[src/rtl/id_table_pkg.sv]
// id_table_pkg: shared read-FSM state and write-queue entry types for id_table_client.
// Entries are sized for ids up to ID_MAX bits and targets up to TGT_MAX bits.
package id_table_pkg;
   localparam int ID_MAX  = 16;
   localparam int TGT_MAX = 32;
   typedef enum logic {IDLE, ISSUE} rd_state_e;
   typedef struct packed {
      logic [ID_MAX-1:0]  id;
      logic [TGT_MAX-1:0] target;
   } wq_entry_t;
endpackage

[src/rtl/sync_fifo.sv]
// sync_fifo: in-order FIFO, power-of-two depth, head data forced to zero while empty.
module sync_fifo #(
   parameter int WIDTH = 32,
   parameter int DEPTH = 2
) (
   input  logic             clk,
   input  logic             rstn,
   input  logic             push,
   input  logic [WIDTH-1:0] din,
   input  logic             pop,
   output logic             full,
   output logic             empty,
   output logic [WIDTH-1:0] dout
);
   localparam int P = $clog2(DEPTH);
   logic [WIDTH-1:0] mem [DEPTH];
   logic [P:0] rp, wp;
   assign empty = rp == wp;
   assign full  = (rp[P] != wp[P]) && (rp[P-1:0] == wp[P-1:0]);
   assign dout  = empty ? '0 : mem[rp[P-1:0]];
   always_ff @(posedge clk or negedge rstn)
      if (!rstn) begin
         rp <= '0;
         wp <= '0;
      end else begin
         if (push) wp <= wp + 1'b1;
         if (pop) rp <= rp + 1'b1;
      end
   always_ff @(posedge clk)
      if (push) mem[wp[P-1:0]] <= din;
endmodule

[src/rtl/id_table_client.sv]
// id_table_client: queues table writes and issues hazard-safe table lookups.
// Build option ID_TABLE_CLIENT_FWD_EN: serve a hazarding lookup from the youngest queued record.
module id_table_client import id_table_pkg::*; #(
   parameter int D         = 16,
   parameter int WIDTH     = 32,
   parameter int LOG_D     = (D > 1) ? $clog2(D) : 1,
   parameter int WQ_DEPTH  = 4,
   parameter int RSP_DEPTH = 2
) (
   input  logic             clk,
   input  logic             rstn,
   input  logic             rec_vld_i,
   output logic             rec_rdy_o,
   input  logic [LOG_D-1:0] rec_id_i,
   input  logic [WIDTH-1:0] rec_target_i,
   input  logic             lkp_vld_i,
   output logic             lkp_rdy_o,
   input  logic [LOG_D-1:0] lkp_id_i,
   output logic             rsp_vld_o,
   input  logic             rsp_rdy_i,
   output logic [WIDTH-1:0] rsp_target_o,
   output logic             wrVld_o,
   input  logic             wrRdy_i,
   output logic [LOG_D-1:0] newId_o,
   output logic [WIDTH-1:0] newTarget_o,
   output logic             rdVld_o,
   input  logic             rdRdy_i,
   output logic [LOG_D-1:0] lookupId_o,
   input  logic [WIDTH-1:0] lookupTarget_i
);
`ifdef ID_TABLE_CLIENT_FWD_EN
   localparam bit FWD = 1'b1;
`else
   localparam bit FWD = 1'b0;
`endif
   localparam int WP = $clog2(WQ_DEPTH);
   wq_entry_t wq [WQ_DEPTH];
   logic [WP:0] wq_head, wq_tail, wq_cnt;
   logic wq_push, wq_pop, wq_full;
   rd_state_e state, state_nxt;
   logic [LOG_D-1:0] lkp_id_q;
   logic hazard, rsp_push, rsp_full, rsp_empty;
   logic [WIDTH-1:0] fwd_target, rsp_din;
   assign wq_cnt  = wq_tail - wq_head;
   assign wq_full = wq_cnt[WP];
   assign wrVld_o = wq_cnt != '0;
   assign newId_o = wrVld_o ? LOG_D'(wq[wq_head[WP-1:0]].id) : '0;
   assign newTarget_o = wrVld_o ? WIDTH'(wq[wq_head[WP-1:0]].target) : '0;
   assign wq_push = rec_vld_i && rec_rdy_o;
   assign wq_pop  = wrVld_o && wrRdy_i;
   assign lookupId_o = lkp_id_q;
   assign rsp_vld_o  = !rsp_empty;
   always_ff @(posedge clk or negedge rstn)
      if (!rstn) begin
         wq_head <= '0;
         wq_tail <= '0;
      end else begin
         if (wq_push) wq_tail <= wq_tail + 1'b1;
         if (wq_pop) wq_head <= wq_head + 1'b1;
      end
   always_ff @(posedge clk)
      if (wq_push) wq[wq_tail[WP-1:0]] <= '{id: ID_MAX'(rec_id_i), target: TGT_MAX'(rec_target_i)};
   // Oldest to youngest, so the last match left standing is the youngest record for the id.
   always_comb begin
      hazard = 1'b0;
      fwd_target = '0;
      for (int k = 0; k < WQ_DEPTH; k++)
         if ((WP+1)'(k) < wq_cnt && wq[wq_head[WP-1:0] + WP'(k)].id == ID_MAX'(lkp_id_q)) begin
            hazard = 1'b1;
            fwd_target = WIDTH'(wq[wq_head[WP-1:0] + WP'(k)].target);
         end
   end
   always_ff @(posedge clk or negedge rstn)
      if (!rstn) begin
         state <= IDLE;
         lkp_id_q <= '0;
      end else begin
         state <= state_nxt;
         if (lkp_vld_i && lkp_rdy_o) lkp_id_q <= lkp_id_i;
      end
   always_comb
      state_nxt = (state == IDLE) ? ((lkp_vld_i && lkp_rdy_o) ? ISSUE : IDLE) : (rsp_push ? IDLE : ISSUE);
   always_comb begin
      rec_rdy_o = !wq_full && state != ISSUE;
      lkp_rdy_o = state == IDLE && !rsp_full;
      rdVld_o   = state == ISSUE && !hazard;
      rsp_push  = state == ISSUE && (hazard ? FWD : rdRdy_i);
      rsp_din   = hazard ? fwd_target : lookupTarget_i;
   end
   sync_fifo #(.WIDTH(WIDTH), .DEPTH(RSP_DEPTH)) u_rsp_fifo (
      .clk  (clk),
      .rstn (rstn),
      .push (rsp_push),
      .din  (rsp_din),
      .pop  (rsp_vld_o && rsp_rdy_i),
      .full (rsp_full),
      .empty(rsp_empty),
      .dout (rsp_target_o)
   );
endmodule

[config.mk]
export PLATFORM = sky130hd
export DESIGN_NAME = id_table_client
export DESIGN_NICKNAME = d
export VERILOG_FILES = /design/src/rtl/id_table_pkg.sv /design/src/rtl/sync_fifo.sv /design/src/rtl/id_table_client.sv
export SDC_FILE = /design/constraint.sdc
export NUM_CORES = 1
export LEC_CHECK = 0
export ABC_CLOCK_PERIOD_IN_PS = 5700
export CORE_MARGIN = 10
export CORE_UTILIZATION = 55
export DETAILED_ROUTE_END_ITERATION = 6
export PLACE_DENSITY = 0.78
export SKIP_LAST_GASP = 1
export SYNTH_ARGS = -nofsm -noshare
export SYNTH_HDL_FRONTEND = slang
export SYNTH_SLANG_ARGS = --single-unit
[constraint.sdc]
create_clock -name clk -period 5.7 [get_ports clk]
set_clock_uncertainty 0.05 [all_clocks]
set_input_delay 0.57 -clock clk [delete_from_list [all_inputs] [get_ports clk]]
set_output_delay 0.57 -clock clk [all_outputs]
set_load 0.01 [all_outputs]
==> results of run 1 <==
[critical path: cells and delay by family (launching register included)]
kind	cells	cell delay, ns
and+or+nand+nor	3	1.25
DFF	1	0.70
adders and majority gates	1	0.55
buffers and inverters	1	0.48
muxes	1	0.38
xor gates and xnor gates	1	0.16
[final timing paths]
check	end	slack, ns
setup / recovery	rdVld_o	1.04
max in group asynchronous	wq_head[1]	4.59
hold / removal	wq_tail[2]	0.42
min in group asynchronous	lookupId_o[0]	0.45
hold reg to reg	wq_tail[2]	0.42
setup reg to reg	u_rsp_fifo.mem[1][6]	1.56
[cells in the final DEF, fill, tap and decap left out, types with 2 or more instances in the layout]
| master | count |
|---|---|
| mux4_2 | 139 |
| a31o_1 | 32 |
| diode_2 | 2 |
| edfxtp_1 | 208 |
| nor2_4 | 2 |
| mux2i_1 | 32 |
| or3b_1 | 30 |
| or3b_2 | 2 |
| dfrtp_1 | 12 |
| clkdlybuf4s50_1 | 155 |
| ha_1 | 5 |
| nand2_1 | 68 |
| xnor2_1 | 20 |
| dfrtp_4 | 2 |
| nand4_1 | 2 |
| clkinv_1 | 8 |
| mux2_2 | 5 |
| clkbuf_1 | 3 |
| and2_1 | 39 |
| inv_1 | 6 |
| nor2_1 | 99 |
| xor2_1 | 6 |
| clkbuf_16 | 25 |
| and3_2 | 5 |
| and3_1 | 2 |
| a31oi_1 | 32 |
| bufinv_16 | 3 |
| buf_4 | 10 |
| clkinv_2 | 3 |
| mux4_1 | 5 |
| nand3_1 | 4 |
[layout make-up]
class	instances	area, µm²
antenna	2	5.005
timing repair buffer	166	1647
multi-input combinational	542	5819
clock inverter	14	135.1
tap	313	391.6
inverter	6	22.52
clock buffer	28	636.9
sequential	223	6630
fill	1569	7491
[flip-flops by register name (all words and copies together) (netlist names)]
register,flops
wq_head,3
state,1
u_rsp_fifo.rp,2
lookupId_o,4
u_rsp_fifo.wp,2
wq,144
wq_tail,3
u_rsp_fifo.mem,64
[report_power, final]
group          leakage, nW  switching (mW)  total (mW)  internal (mW)
Sequential            2.06           0.357        2.86           2.50
Combinational         2.63            3.23        6.53           3.30
Clock                0.378           0.600        1.52          0.925
Total                 5.06            4.19        10.9           6.73
[metrics by stage]
step	area, µm²	total power [mW]	setup WS (ns)	instances
CTS	15280	11.01	0.9498	1292
global placement	14510	9.376	1.575	1250
floorplan	12800	7.129	1.016	847
global route	15280	11.61	0.8422	1292
finish	15290	10.92	1.035	1294
detailed placement	14510	9.473	1.515	1250
[logic make-up (layout without fill, tap and decap cells)]
group           after synthesis  after routing  share of synthesized area [%]
fa+ha+maj                     7              7                         0.7426
simple gates                258            258                          9.986
compound gates               69             69                          3.996
xor+xnor                     27             27                          1.954
buf+inv                      82            214                          3.195
other cells                   0              2                              0
flops                       223            223                          51.71
mux                         181            181                          28.42
[cell usage after synthesis, types with 2 or more instances]
cell      instances
a31o_1           32
a31oi_1          32
and2_1           39
and3_1            7
buf_1             6
buf_2            14
buf_4             9
buf_6             6
clkbuf_1         37
clkbuf_2          4
dfrtp_1          15
edfxtp_1        208
ha_1              6
inv_1             6
mux2_2            5
mux2i_1          32
mux4_1            5
mux4_2          139
nand2_1          68
nand3_1           4
nand4_1           2
nor2_1          100
nor2b_1           2
or3b_1           30
or3b_2            2
xnor2_1          20
xor2_1            6
[metal layers]
| layer | vias up | global-route usage, % | routed length, µm |
|---|---|---|---|
| met2 | 347 | 32.13 | 14740 |
| met1 | 4078 | 26.07 | 12020 |
| met4 | 0 | 5.980 | 714 |
| met5 | - | 0 | 0 |
| li1 | 3612 | - | - |
| met3 | 51 | 5.576 | 2922 |
==> results.yml, run 1 <==
sta:
  min_period_ns: 4.665
  tightest_slew_ns: 1.140
  drv_slew: 0
  relSlewSlack_pct: 24.02
  rsz0062_at_grt: "no"
  post-route-period-util_pct: 81.84
  hold_viol_final: 0
  tns_ns: 0
  setup_violations: 0
  fmaxAchievable_mhz: 214.4
  whs_ns: 0.4238
clock_tree:
  cts_tree: "yes"
  clkSinkCount: 223
  clock-root-buffer: "clkbuf_16"
  clk_latency_ns: 0.52
  path_clk_slew_ns: 0.06
  ctsHoldBuffers: 0
  cts_max_level: 1
  post_cts_resized: 0
  clk_path_buf_depth: 3
  cts_setup_buffers: 0
  cts_made_buffers: 24
power:
  p_leak_nw: 5.065
  vdd_drop_max_mv: 0.4898
  p_per_area_mw_per_mm2: 714.3
critical_path:
  reg2regPathDepth: 12
  r2r_start: "wq_head[0]"
  cp_max_fo: 35
  worst_path_max_delay_cell: "dfrtp_4"
  start_kind: "flip-flop"
  path_class: "flip-flop to primary output"
  startpoint: "wq_head[0]"
  end_kind: "primary output"
  cp.arrival_ns: 4.04
  cp_cell_sequence: "ha_4 -> mux4_2 -> xor2_1 -> nor2_1 -> nand4_1 -> and3_1 -> clkdlybuf4s50_1"
  required_ns: 5.08
  cp_slowest_stage_delay_ns: 0.70
logic_synthesis:
  synth_ff_type: "edfxtp_1"
  synth_top_cell_area_share_pct: 48.78
  synth-seq-cells: 223
  synth_fp_nets: 933
  syn_area_per_cell_um2: 15.12
  ys_seq_area_share_pct: 51.71
  synth.largest_area_cell: "edfxtp_1"
  synthTopCellsByArea: "edfxtp_1 (49%), mux4_2 (24%), dfrtp_1 (2.9%), nor2_1 (2.9%), mux2i_1 (2.5%)"
  synthArstFlopShare_pct: 6.726
  synth_edf_count: 208
  synth.distinct_cells: 38
  netlist_instances: 847
  synth_area_mm2: 0.01280
  ys_warn_count: 0
global_route:
  antenna_found_initial: 3
  grt_max_degree: 114
  grt_pass1_vias: 8188
  gr-total-overflow: 0
  grt_usage_pct: 20.01
  grt_pass1_wl_um: 47730
die:
  initial_utilization_pct: 56.22
  io_pins: 156
  coreArea_mm2: 0.02278
  rows: 55
  die_x_um: 172.6
  die_y_um: 172.6
  die-area_mm2: 0.02978
drt:
  vias: 8088
  drc: 0
  wire_per_inst_um: 23.48
  ant_nets: 0
  first_pass_iters: 5
  wl_um: 30390
  vias_per_cell: 6.250
  drt_iter0_markers: 735
min_path:
  holdCritStartpoint: "wq_tail[2]"
  hold_depth: 1
  hold_path.class: "flip-flop to flip-flop"
place:
  dp_hpwl_um: 20220
  numPortBuffers: 155
  place_congestion: 0.8149
layout:
  final_core_util_pct: 67.11
  final_layout_size_suffix_gt1_share_pct: 20.74
  num-nets-final: 1049
  area_growth_syn_to_layout_pct: 19.39
job:
  maxCapViolations: 0
status:
  outcome: "finished clean"
Power figures use the tool's default switching activity.
==> run 2, diff against run 1 <==
--- a/config.mk
+++ b/config.mk
@@ -5,7 +5,7 @@
 export SDC_FILE = /design/constraint.sdc
 export NUM_CORES = 1
 export LEC_CHECK = 0
-export ABC_CLOCK_PERIOD_IN_PS = 5700
+export ABC_CLOCK_PERIOD_IN_PS = 4400
 export CORE_MARGIN = 10
 export CORE_UTILIZATION = 55
 export DETAILED_ROUTE_END_ITERATION = 6
==> constraint.sdc (replaced) <==
create_clock -name clk -period 4.4 [get_ports clk]
set_clock_uncertainty 0.05 [all_clocks]
set_input_delay 0.44 -clock clk [delete_from_list [all_inputs] [get_ports clk]]
set_output_delay 0.44 -clock clk [all_outputs]
set_load 0.01 [all_outputs]
==> results.yml, run 2 (synthesized netlist as in run 1, its figures left out) <==
sta:
  hold_viol_final: 0
  tns_ns: 0
  rsz0062_at_grt: "no"
  tightest_slew_ns: 0.7042
  setup_violations: 0
  relSlewSlack_pct: 53.05
  drv_slew: 0
  min_period_ns: 4.093
  fmaxAchievable_mhz: 244.3
  post-route-period-util_pct: 93.02
drt:
  vias: 8265
  wire_per_inst_um: 23.34
  wl_um: 30550
  ant_nets: 0
  first_pass_iters: 5
  drc: 0
  vias_per_cell: 6.314
  drt_iter0_markers: 715
critical_path:
  r2r_start: "wq_head[0]"
  path_class: "flip-flop to primary output"
  cp_max_fo: 13
  cp.arrival_ns: 3.60
  required_ns: 3.91
  r2r_slack_ns: 0.84
  start_kind: "flip-flop"
  end_kind: "primary output"
  reg2regPathDepth: 12
  r2r_end: "u_rsp_fifo.mem[0][16]"
layout:
  fillers: 1593
  area_growth_syn_to_layout_pct: 20.39
  multi_input_area_mm2: 0.005819
  largest_reg_flops: 144
  final_layout_size_suffix_gt1_share_pct: 22.05
  mostFrequentLayoutCells: "edfxtp_1 (208), clkdlybuf4s50_1 (155), mux4_2 (139), nor2_1 (99), nand2_1 (68)"
  final_common_cell: "edfxtp_1"
  num-nets-final: 1064
  fin_cells: 1309
  regArea_mm2: 0.006630
clock_tree:
  clk_latency_ns: 0.51
  path_clk_slew_ns: 0.06
  ctsHoldBuffers: 0
  cts_max_level: 1
  clk_path_buf_depth: 3
  clkSinkCount: 223
  cts_made_buffers: 24
  cts_tree: "yes"
  clock-root-buffer: "clkbuf_16"
global_route:
  grt_usage_pct: 19.64
  grt_max_degree: 82
  grt_pass1_wl_um: 46860
  gr-total-overflow: 0
  grt_pass1_vias: 8050
  antenna_found_initial: 4
place:
  dp_hpwl_um: 20870
  dp.cells: 1264
  numPortBuffers: 155
  place_congestion: 0.8282
die:
  die-area_mm2: 0.02978
  rows: 55
  initial_utilization_pct: 56.22
  io_pins: 156
  coreArea_mm2: 0.02278
  die_y_um: 172.6
  die_x_um: 172.6
status:
  outcome: "finished clean"
min_path:
  hold_path.class: "input port to async pin"
power:
  p_per_area_mw_per_mm2: 914.7
  vdd_drop_max_mv: 0.5746
  p_leak_nw: 5.136
job:
  maxCapViolations: 0
-- run 2: layer usage --
| metal | vias to the layer above | wire (µm) | global-route usage (%) |
|---|---|---|---|
| li1 | 3647 | - | - |
| met1 | 4155 | 12220 | 26.52 |
| met2 | 414 | 14620 | 31.49 |
| met3 | 47 | 3015 | 4.182 |
| met4 | 2 | 683 | 5.799 |
| met5 | - | 8 | 0 |
-- run 2: worst max path at each step --
stage	start	endpoint	slack [ns]	depth (start not counted)
floorplan	wq_head[1]	u_rsp_fifo.mem[0][0]	0.23	13
global placement	wq_head[0]	rdVld_o	0.68	8
detailed placement	wq_head[0]	rdVld_o	0.64	8
CTS	wq_head[0]	rdVld_o	0.07	8
global route	wq_head[0]	rdVld_o	0.15	10
finish	wq_head[0]	rdVld_o	0.31	10
-- run 2: layout make-up --
cell class              instances  share of cell area [%]
repair buffers                181                   11.65
flip-flops and latches        223                   43.01
diodes                          3                 0.04870
multi-input cells             542                   37.75
well taps                     313                   2.540
inverters                       6                  0.1461
clock buffers                  31                   4.204
clock inverters                10                  0.6574
-- run 2: what timing repair did --
action | CTS | global route
buffers inserted | 0 | 1
endpoints found under the setup margin | 0 | 1
resized for setup | 0 | 1
-- run 2: stage by stage --
step	worst slack (ns)	area, µm²	utilization (%)	hold slack [ns]	power [mW]
global route	0.1530	15410	67.66	0.3447	14.94
global placement	0.6803	14640	64.27	0.4088	12.08
detailed placement	0.6355	14640	64.27	0.4160	12.24
CTS	0.07277	15390	67.56	0.3049	14.20
finish	0.3072	15420	67.68	0.2979	14.10
floorplan	0.2306	12810	-	0.09441	9.235
-- run 2: power breakdown --
group          internal [mW]  switching, mW  leakage, nW
registers               3.24          0.377         2.06
clock network           1.15          0.776        0.360
logic                   4.36           4.20         2.72
total                   8.75           5.35         5.14
-- run 2: worst max-delay path: stages, from the launching register on --
cell,delay (ns)
dfrtp_4,0.56
ha_1,0.18
inv_1,0.05
fa_1,0.36
xnor3_1,0.26
nor2_1,0.24
and2_1,0.18
o22ai_1,0.13
nor2_4,0.33
and3_1,0.23
clkdlybuf4s50_1,0.55
==> run 3, diff against run 2 <==
--- a/config.mk
+++ b/config.mk
@@ -9,8 +9,11 @@
 export CORE_MARGIN = 10
 export CORE_UTILIZATION = 55
 export DETAILED_ROUTE_END_ITERATION = 6
+export GPL_TIMING_DRIVEN = 0
 export PLACE_DENSITY = 0.78
+export RECOVER_POWER = 50
 export SKIP_LAST_GASP = 1
+export SLEW_MARGIN = 10
 export SYNTH_ARGS = -nofsm -noshare
 export SYNTH_HDL_FRONTEND = slang
 export SYNTH_SLANG_ARGS = --single-unit
==> results.yml, run 3 (synthesized netlist as in run 1, its figures left out) <==
status:
  outcome: "finished clean"
global_route:
  gr-total-overflow: 0
  gr-max-usage-layer: "met2"
  gr-usage-met3_pct: 5.337
  grt_pass1_wl_um: 54880
  grt_usage_pct: 23.48
  grt_pass1_vias: 9122
  gr-usage-met1_pct: 30.59
  grt_max_degree: 34
  antenna_found_initial: 5
  met2_usage_pct: 38.03
critical_path:
  r2r_start: "wq_head[1]"
  path_class: "flip-flop to primary output"
  required_ns: 3.91
  startpoint: "wq_head[1]"
  start_kind: "flip-flop"
  cp.arrival_ns: 3.86
  cp_max_fo: 10
  r2r_slack_ns: 0.13
  r2r_end: "u_rsp_fifo.mem[0][8]"
  end_kind: "primary output"
  reg2regPathDepth: 15
layout:
  fillers: 1563
  final_common_cell: "edfxtp_1"
  design_area_mm2: 0.01576
  mostFrequentLayoutCells: "edfxtp_1 (208), mux4_2 (139), clkdlybuf4s50_1 (108), nor2_1 (98), nand2_1 (68)"
  largest_reg_flops: 144
  area_growth_syn_to_layout_pct: 23.06
  num-nets-final: 1122
  final_layout_size_suffix_gt1_share_pct: 22.22
drt:
  first_pass_iters: 5
  drt_iter0_markers: 1210
  drc: 0
  ant_nets: 0
  vias_per_cell: 6.485
  wire_per_inst_um: 26.17
  vias: 8884
  wl_um: 35850
power:
  p_leak_nw: 5.334
  p_seq_share_pct: 23.3
  vdd_drop_max_mv: 0.5070
  p_sw_mw: 6.050
  combPwrFrac_pct: 63.1
  power.internal_mw: 9.040
  switching_share_pct: 40.09
  power_mw: 15.09
  p_per_area_mw_per_mm2: 957.6
  clockPowerShare_pct: 13.5
clock_tree:
  cts_max_level: 1
  cts_made_buffers: 24
  clk_latency_ns: 0.52
  clkSinkCount: 223
  path_clk_slew_ns: 0.06
  ctsHoldBuffers: 0
  clock-root-buffer: "clkbuf_16"
  clk_path_buf_depth: 3
  cts_tree: "yes"
sta:
  tightest_slew_ns: 0.9785
  min_period_ns: 4.349
  fmaxAchievable_mhz: 229.9
  rsz0062_at_grt: "no"
  whs_ns: 0.3820
  setup_violations: 0
  post-route-period-util_pct: 98.85
  drv_slew: 0
  hold_viol_final: 0
  relSlewSlack_pct: 34.77
die:
  die_y_um: 172.6
  die-area_mm2: 0.02978
  initial_utilization_pct: 56.22
  rows: 55
  coreArea_mm2: 0.02278
  die_x_um: 172.6
  io_pins: 156
place:
  placed_area_mm2: 0.01486
  numPortBuffers: 155
  place_congestion: 0.8425
  dp_hpwl_um: 25410
min_path:
  hold_path.class: "input port to async pin"
job:
  maxCapViolations: 0
## run 3: cell types whose count changed in the layout (fill, tap and decap cells not counted), sizes merged
cell	before	now
dlygate4sd3	0	45
buf	26	42
clkdlybuf4s50	155	108
clkinvlp	2	0
inv	6	7
clkbuf	31	76
dlymetal6s2s	0	2
diode	3	4
## run 3: worst max path at each step
stage / endpoint / slack [ns] / cells after the start
6_report: newTarget_o[18] / 0.05 / 12
5_1_grt: newTarget_o[18] / 0.005 / 12
4_1_cts: rdVld_o / -0.03 / 14
3_5_place_dp: rdVld_o / -1.15 / 14
3_3_place_gp: u_rsp_fifo.mem[0][15] / -1.34 / 13
2_1_floorplan: u_rsp_fifo.mem[0][0] / 0.23 / 13
## run 3: what timing repair did
action / 4_1_cts / 5_1_grt
hold endpoints to repair: 0 / 0
pin swaps: 1 / 1
buffers inserted: 1 / 3
endpoints found under the setup margin: 169 / 8
gates resized for setup: 20 / 2
## run 3: cell type report
class,count,area (µm²),share of cell area [%]
Tap cell,313,391.6,2.485
Clock inverter,9,91.34,0.5796
Buffer,75,419.2,2.660
Antenna cell,4,10.01,0.06352
Inverter,6,22.52,0.1429
Sequential cell,223,6623,42.03
Multi-Input combinational cell,542,5803,36.83
Clock buffer,34,710.7,4.510
Timing Repair Buffer,164,1687,10.70
## run 3: power groups by stage
stage                     combinational [mW]  clock [mW]  sequential (mW)
after detailed placement                9.26           0             3.54
after global placement                  9.07           0             3.52
after floorplan                         5.77           0             3.46
after CTS                               9.45        2.04             3.51
after global routing                    10.1        2.14             3.57
final                                   9.53        2.04             3.52
## run 3: layer usage
| layer | vias to the layer above | routed length [µm] |
|---|---|---|
| li1 | 3761 | - |
| met1 | 4444 | 13460 |
| met2 | 604 | 17280 |
| met3 | 75 | 4130 |
| met4 | 0 | 979 |
| met5 | - | 0 |
## run 3: critical path, stage by stage, from the launching register on
cell and delay, ns:
dfrtp_2 0.41, buf_6 0.17, clkbuf_8 0.22, buf_6 0.19
inv_1 0.08, fa_1 0.42, xnor3_2 0.30, nor2_4 0.06
and2_1 0.19, inv_1 0.11, clkbuf_2 0.31, and2_1 0.28
clkdlybuf4s50_1 0.59
## run 3: metrics by stage
stage | TNS, ns | utilization (%) | std cells | worst slack (ns)
finish | 0 | 69.18 | 1370 | 0.05079
global route | 0 | 69.16 | 1368 | 0.004802
CTS | -0.02507 | 69.07 | 1364 | -0.02507
detailed placement | -85.15 | 65.25 | 1320 | -1.145
global placement | -219.45 | 64.76 | 1315 | -1.341
floorplan | 0 | - | 847 | 0.2306
